`config.mk`:
```
export PLATFORM = sky130hd
export DESIGN_NAME = uart_rx_wb
export DESIGN_NICKNAME = d
export VERILOG_FILES = /design/src/rtl/uart_rx_wb.sv
export SDC_FILE = /design/constraint.sdc
export NUM_CORES = 1
export LEC_CHECK = 0
export ABC_CLOCK_PERIOD_IN_PS = 3300
export CAP_MARGIN = 10
export CELL_PAD_IN_SITES_DETAIL_PLACEMENT = 1
export CELL_PAD_IN_SITES_GLOBAL_PLACEMENT = 1
export CORE_MARGIN = 8
export CORE_UTILIZATION = 28
export DETAILED_ROUTE_END_ITERATION = 7
export GPL_ROUTABILITY_DRIVEN = 0
export PLACE_DENSITY = 0.86
export REMOVE_ABC_BUFFERS = 1
export SLEW_MARGIN = 20
export SYNTH_ARGS = -nofsm -noshare
export SYNTH_HDL_FRONTEND = slang
export SYNTH_SLANG_ARGS = --single-unit
```
`constraint.sdc`:
```
create_clock -name wb_clk_i -period 3.3 [get_ports wb_clk_i]
set_clock_uncertainty 0.1 [all_clocks]
set_input_delay 0.99 -clock wb_clk_i [delete_from_list [all_inputs] [get_ports wb_clk_i]]
set_output_delay 0.99 -clock wb_clk_i [all_outputs]
set_load 0.05 [all_outputs]
```
`src/rtl/uart_rx_wb.sv`:
```
// 8N1 UART receiver with a two-register Wishbone slave (data at 0x0, status at 0x4).
// Each received byte goes to the serial loader as an irq/byte pair and to the bus.
module uart_rx_wb #(
   parameter int SYS_CLK_FREQ = 100000000,
   parameter int BAUD         = 115200
) (
   input  logic        wb_clk_i,
   input  logic        wb_rst_i,
   input  logic        rx_i,
   input  logic        wb_cyc_i,
   input  logic        wb_stb_i,
   input  logic        wb_we_i,
   input  logic [31:0] wb_adr_i,
   input  logic [31:0] wb_dat_i,
   input  logic [3:0]  wb_sel_i,
   output logic        wb_stall_o,
   output logic        wb_err_o,
   output logic        wb_ack_o,
   output logic [31:0] wb_dat_o,
   output logic        uart_rx_irq,
   output logic [7:0]  uart_rx_byte,
   output logic        frame_err_o
);
   localparam int N  = SYS_CLK_FREQ / BAUD;
   localparam int H  = N / 2;
   localparam int CW = $clog2(N);
   localparam logic [CW-1:0] N_LAST = CW'(N - 1);
   localparam logic [CW-1:0] H_LAST = CW'(H - 1);

   typedef enum logic [1:0] {IDLE, START, DATA, STOP} state_t;

   state_t        state;
   logic [CW-1:0] cnt;
   logic [2:0]    bit_idx;
   logic [7:0]    shreg;
   logic          rx_meta;
   logic          rx_s;
   logic          valid;
   logic          overrun;
   logic          stb_q;
   logic          adr_q;
   logic          rd_clr;
   logic          ovr_clr;
   logic          unused_ok;

   assign unused_ok = ^{wb_sel_i, wb_adr_i[31:3], wb_adr_i[1:0], wb_dat_i[31:2], wb_dat_i[0]};

   // Sync flops reset to the idle level so reset release never looks like a start bit.
   always_ff @(posedge wb_clk_i or negedge wb_rst_i) begin
      if (!wb_rst_i) begin
         rx_meta <= 1'b1;
         rx_s    <= 1'b1;
      end else begin
         rx_meta <= rx_i;
         rx_s    <= rx_meta;
      end
   end

   assign rd_clr  = wb_stb_i & wb_cyc_i & ~wb_we_i & ~wb_adr_i[2];
   assign ovr_clr = wb_stb_i & wb_cyc_i & wb_we_i & wb_adr_i[2] & wb_dat_i[1];

   // Bus clears come first so a same-cycle set from the receiver overrides them.
   always_ff @(posedge wb_clk_i or negedge wb_rst_i) begin
      if (!wb_rst_i) begin
         state        <= IDLE;
         cnt          <= '0;
         bit_idx      <= '0;
         shreg        <= '0;
         uart_rx_byte <= '0;
         uart_rx_irq  <= 1'b0;
         frame_err_o  <= 1'b0;
         valid        <= 1'b0;
         overrun      <= 1'b0;
      end else begin
         uart_rx_irq <= 1'b0;
         frame_err_o <= 1'b0;
         if (rd_clr)
            valid <= 1'b0;
         if (ovr_clr)
            overrun <= 1'b0;
         case (state)
            IDLE: begin
               cnt <= '0;
               if (!rx_s)
                  state <= START;
            end
            START: begin
               if (cnt == H_LAST) begin
                  cnt     <= '0;
                  bit_idx <= '0;
                  state   <= rx_s ? IDLE : DATA;
               end else begin
                  cnt <= cnt + 1'b1;
               end
            end
            DATA: begin
               if (cnt == N_LAST) begin
                  cnt     <= '0;
                  shreg   <= {rx_s, shreg[7:1]};
                  bit_idx <= bit_idx + 1'b1;
                  if (bit_idx == 3'd7)
                     state <= STOP;
               end else begin
                  cnt <= cnt + 1'b1;
               end
            end
            STOP: begin
               if (cnt == N_LAST) begin
                  cnt   <= '0;
                  state <= IDLE;
                  if (rx_s) begin
                     uart_rx_byte <= shreg;
                     uart_rx_irq  <= 1'b1;
                     valid        <= 1'b1;
                     if (valid)
                        overrun <= 1'b1;
                  end else begin
                     frame_err_o <= 1'b1;
                  end
               end else begin
                  cnt <= cnt + 1'b1;
               end
            end
            default: state <= IDLE;
         endcase
      end
   end

   always_ff @(posedge wb_clk_i or negedge wb_rst_i) begin
      if (!wb_rst_i) begin
         stb_q <= 1'b0;
         adr_q <= 1'b0;
      end else begin
         stb_q <= wb_stb_i;
         adr_q <= wb_adr_i[2];
      end
   end

   assign wb_ack_o   = stb_q & wb_cyc_i;
   assign wb_dat_o   = adr_q ? {30'b0, overrun, valid} : {24'b0, uart_rx_byte};
   assign wb_stall_o = 1'b0;
   assign wb_err_o   = 1'b0;
endmodule
```
==> run metrics, run 1 <==
Core ar. 6756 um2; GR Util All Layers 0.08533; Synth area leader dfrtp_1; Hold Path Sink rx_s; Clock Power Share 0.353; Mapped Cells around 160; Primary FF master, synth dfrtp_1; hold buffer count at cts 0; final hold viol count 0; DR iter-0 viols 23; cts bufs inserted 5; post-CTS resize count 0; initial core utilization 0.2889; vias about 1200; final core occ 0.3393; Area contributors post-synth dfrtp_1 (47%), mux2_2 (10%), buf_4 (10%); Fillers between 700 and 800; Die Ht 99.49 um; Final min period 2984 ps; Area Overhead vs Synth 17.44%; Post-CTS Setup Bufs 0; DRT Pass-1 Iters 3; Hold Startpoint rx_meta; met1 capacity usage during global routing 0.1018; DP Wirelength 2933 um; flop2flop setup slack approximately 1300 ps; Worst Path Arrival 1890 ps; Rel. slew slack 0.4293; reg-to-reg endpoint uart_rx_byte[1]; IO Count 119; Clk Tree Root Cell clkbuf_8; DIE AREA 9898 um2; synth unique cells 34; Post-Route WL around 4000 um; Flop pwr share 0.542; crit path max fanout 8; Final Cycle Share 0.9043; Worst Tran Pin Value 856.0 ps; number of global-route vias before repair 1373; largest net degree at the start of global routing 40; YS warnings 0; Max clock buf depth 2; WP data required ~2200 ps; register area share after synthesis 0.5013; worst-skew pair later-pin latency approximately 300 ps; cell area after synthesis a little under 2000 um2; status finished, final reports clean; Worst R2R Start cnt[0]; Hold Crit Depth 0; DRC viols 0; min-delay worst type reg2reg; IO Port Bufs 26; FFs w/ async S/R, synth 1.000; Ant. Diodes 0; DRT antenna net count 0; grt met3 use 0.02654; Critical Path Start Type flip-flop; initial antenna violation count 0; Nets about 270; Cell Rows 30; peak supply drop roughly 160 uV; CTS tree built; internal power roughly 0.64 mW; ratio of cells with drive above 1 in the final layout 0.1949; die width between 90 and 100 um; Pins Over Slew Limit 0; grt met2 use 0.1343; H-tree lvl count 2; synthesis-stage register bit count 39; CP endpoint kind output port; total congestion overflow 0; pre-CTS setup slack ~420 ps; worst setup margin around 320 ps; final instance count without filler cells 275; global-route wire length before repair roughly 6800 um; crit path kind reg2out; via/cell ratio between 4 and 5; number of synthesized flops with an enable pin 0; list of most frequent post-synthesis cells dfrtp_1 (37), buf_4 (26), mux2_2 (18); Yosys top cell area share 0.4744; maxcap violations 0; RSZ-0062 raised after global routing no; Avg Cell Area, Syn 11.90 um2; power share of the combinational group 0.106; worst-case reg-to-reg path depth 5; TNS Setup 0 ps; most used routing layer met2; placed cell count between 200 and 300; endpoints failing setup 0; Worst-path clk slew approximately 80 ps; P_sw about 0.26 mW; FMAX between 300 and 400 MHz; most frequent cell after synthesis dfrtp_1; wire per inst around 14 um; CTS sink count 39; Power Density ~390 nW/um2; leakage roughly 1.1 nW; Net Sw Frac 0.2848
==> kinds of logic after synthesis <==
family	count (synthesis)	synth area share
buf+inv	30	0.1083
flops	39	0.5013
simple gates	48	0.1628
mux	19	0.1090
fa+ha+maj	4	0.02564
compound gates	15	0.05513
xor+xnor	8	0.03590
other cells	1	0.001921
==> area by class of cell <==
class                   count  area [um2]  share of cell area
clock inverters             2       12.51            0.005459
well taps                  80       100.1             0.04367
flip-flops and latches     39       978.4              0.4269
inverters                   2       7.507            0.003275
clock buffers               6       72.57             0.03166
repair buffers             26       265.3              0.1157
multi-input cells         120       855.8              0.3734
==> stage by stage <==
step,hold WS [ps],instance area (um2),power [mW]
after detailed placement,253.2,2207,0.5891
after global placement,246.2,2207,0.5880
after CTS,264.5,2292,0.9103
after global routing,268.4,2292,0.9360
final,265.9,2292,0.8965
after floorplan,245.2,1842,0.5651
==> worst max-delay path by stage <==
stage	slack, ps	to	from
2_1_floorplan	810	wb_dat_o[2]	uart_rx_byte[2]
3_3_place_gp	440	wb_ack_o	wb_cyc_i
3_5_place_dp	420	wb_ack_o	wb_cyc_i
4_1_cts	300	wb_dat_o[0]	adr_q
5_1_grt	240	wb_dat_o[1]	adr_q
6_report	320	wb_dat_o[0]	adr_q
==> cells in the final DEF, fill, tap and decap left out <==
cell              n
a211oi_1          1
a21bo_2           1
a2bb2oi_1         1
a41oi_1           2
and2_1            3
and3_1            2
and4_2            2
and4bb_2          1
buf_12            1
buf_2             1
clkbuf_1          1
clkbuf_8          5
clkdlybuf4s50_1  24
clkinv_2          1
clkinvlp_4        1
conb_1           26
dfrtp_1          37
dfstp_2           2
ha_1              4
inv_1             2
mux2_2           18
mux2i_1           1
nand2_1           4
nand3_1           7
nand4_1           2
nand4_4           1
nor2_1           13
nor2_8            2
nor2b_1           6
nor3_1            3
nor3b_4           1
nor4bb_1          1
o211ai_1          1
o21ai_0           5
o21ai_2           1
o31ai_1           3
xnor2_1           1
xor2_1            7
==> power groups by stage <==
stage / combinational (mW) / clock, mW / sequential, mW
after CTS: 0.0946 / 0.330 / 0.485
after global placement: 0.0935 / 0 / 0.495
after detailed placement: 0.0943 / 0 / 0.495
final: 0.0946 / 0.316 / 0.485
after floorplan: 0.0717 / 0 / 0.493
after global routing: 0.100 / 0.350 / 0.486
==> state kept, by name (all words and copies together), names as in the netlist, 3 cells and up, named ones only <==
register / count
uart_rx_byte: 8
bit_idx: 3
shreg: 8
cnt: 10
==> metal layers <==
layer  vias to the layer above  share of wire
met4                         0          0.022
met5                         -              0
met2                        35           0.47
met1                       595           0.46
met3                         6          0.051
li1                        577              -
==> critical path: stages, from the launching register on <==
cell and delay [ps]:
dfrtp_1 520, mux2_2 380, clkdlybuf4s50_1 700
Power figures use the tool's default switching activity.
==> run 2, diff against run 1 <==
--- a/config.mk
+++ b/config.mk
@@ -15,7 +15,6 @@
 export GPL_ROUTABILITY_DRIVEN = 0
 export PLACE_DENSITY = 0.86
 export REMOVE_ABC_BUFFERS = 1
-export SLEW_MARGIN = 20
 export SYNTH_ARGS = -nofsm -noshare
 export SYNTH_HDL_FRONTEND = slang
 export SYNTH_SLANG_ARGS = --single-unit
==> results of run 2 <==
Final layout, timing and power as in run 1 (identical DEF).
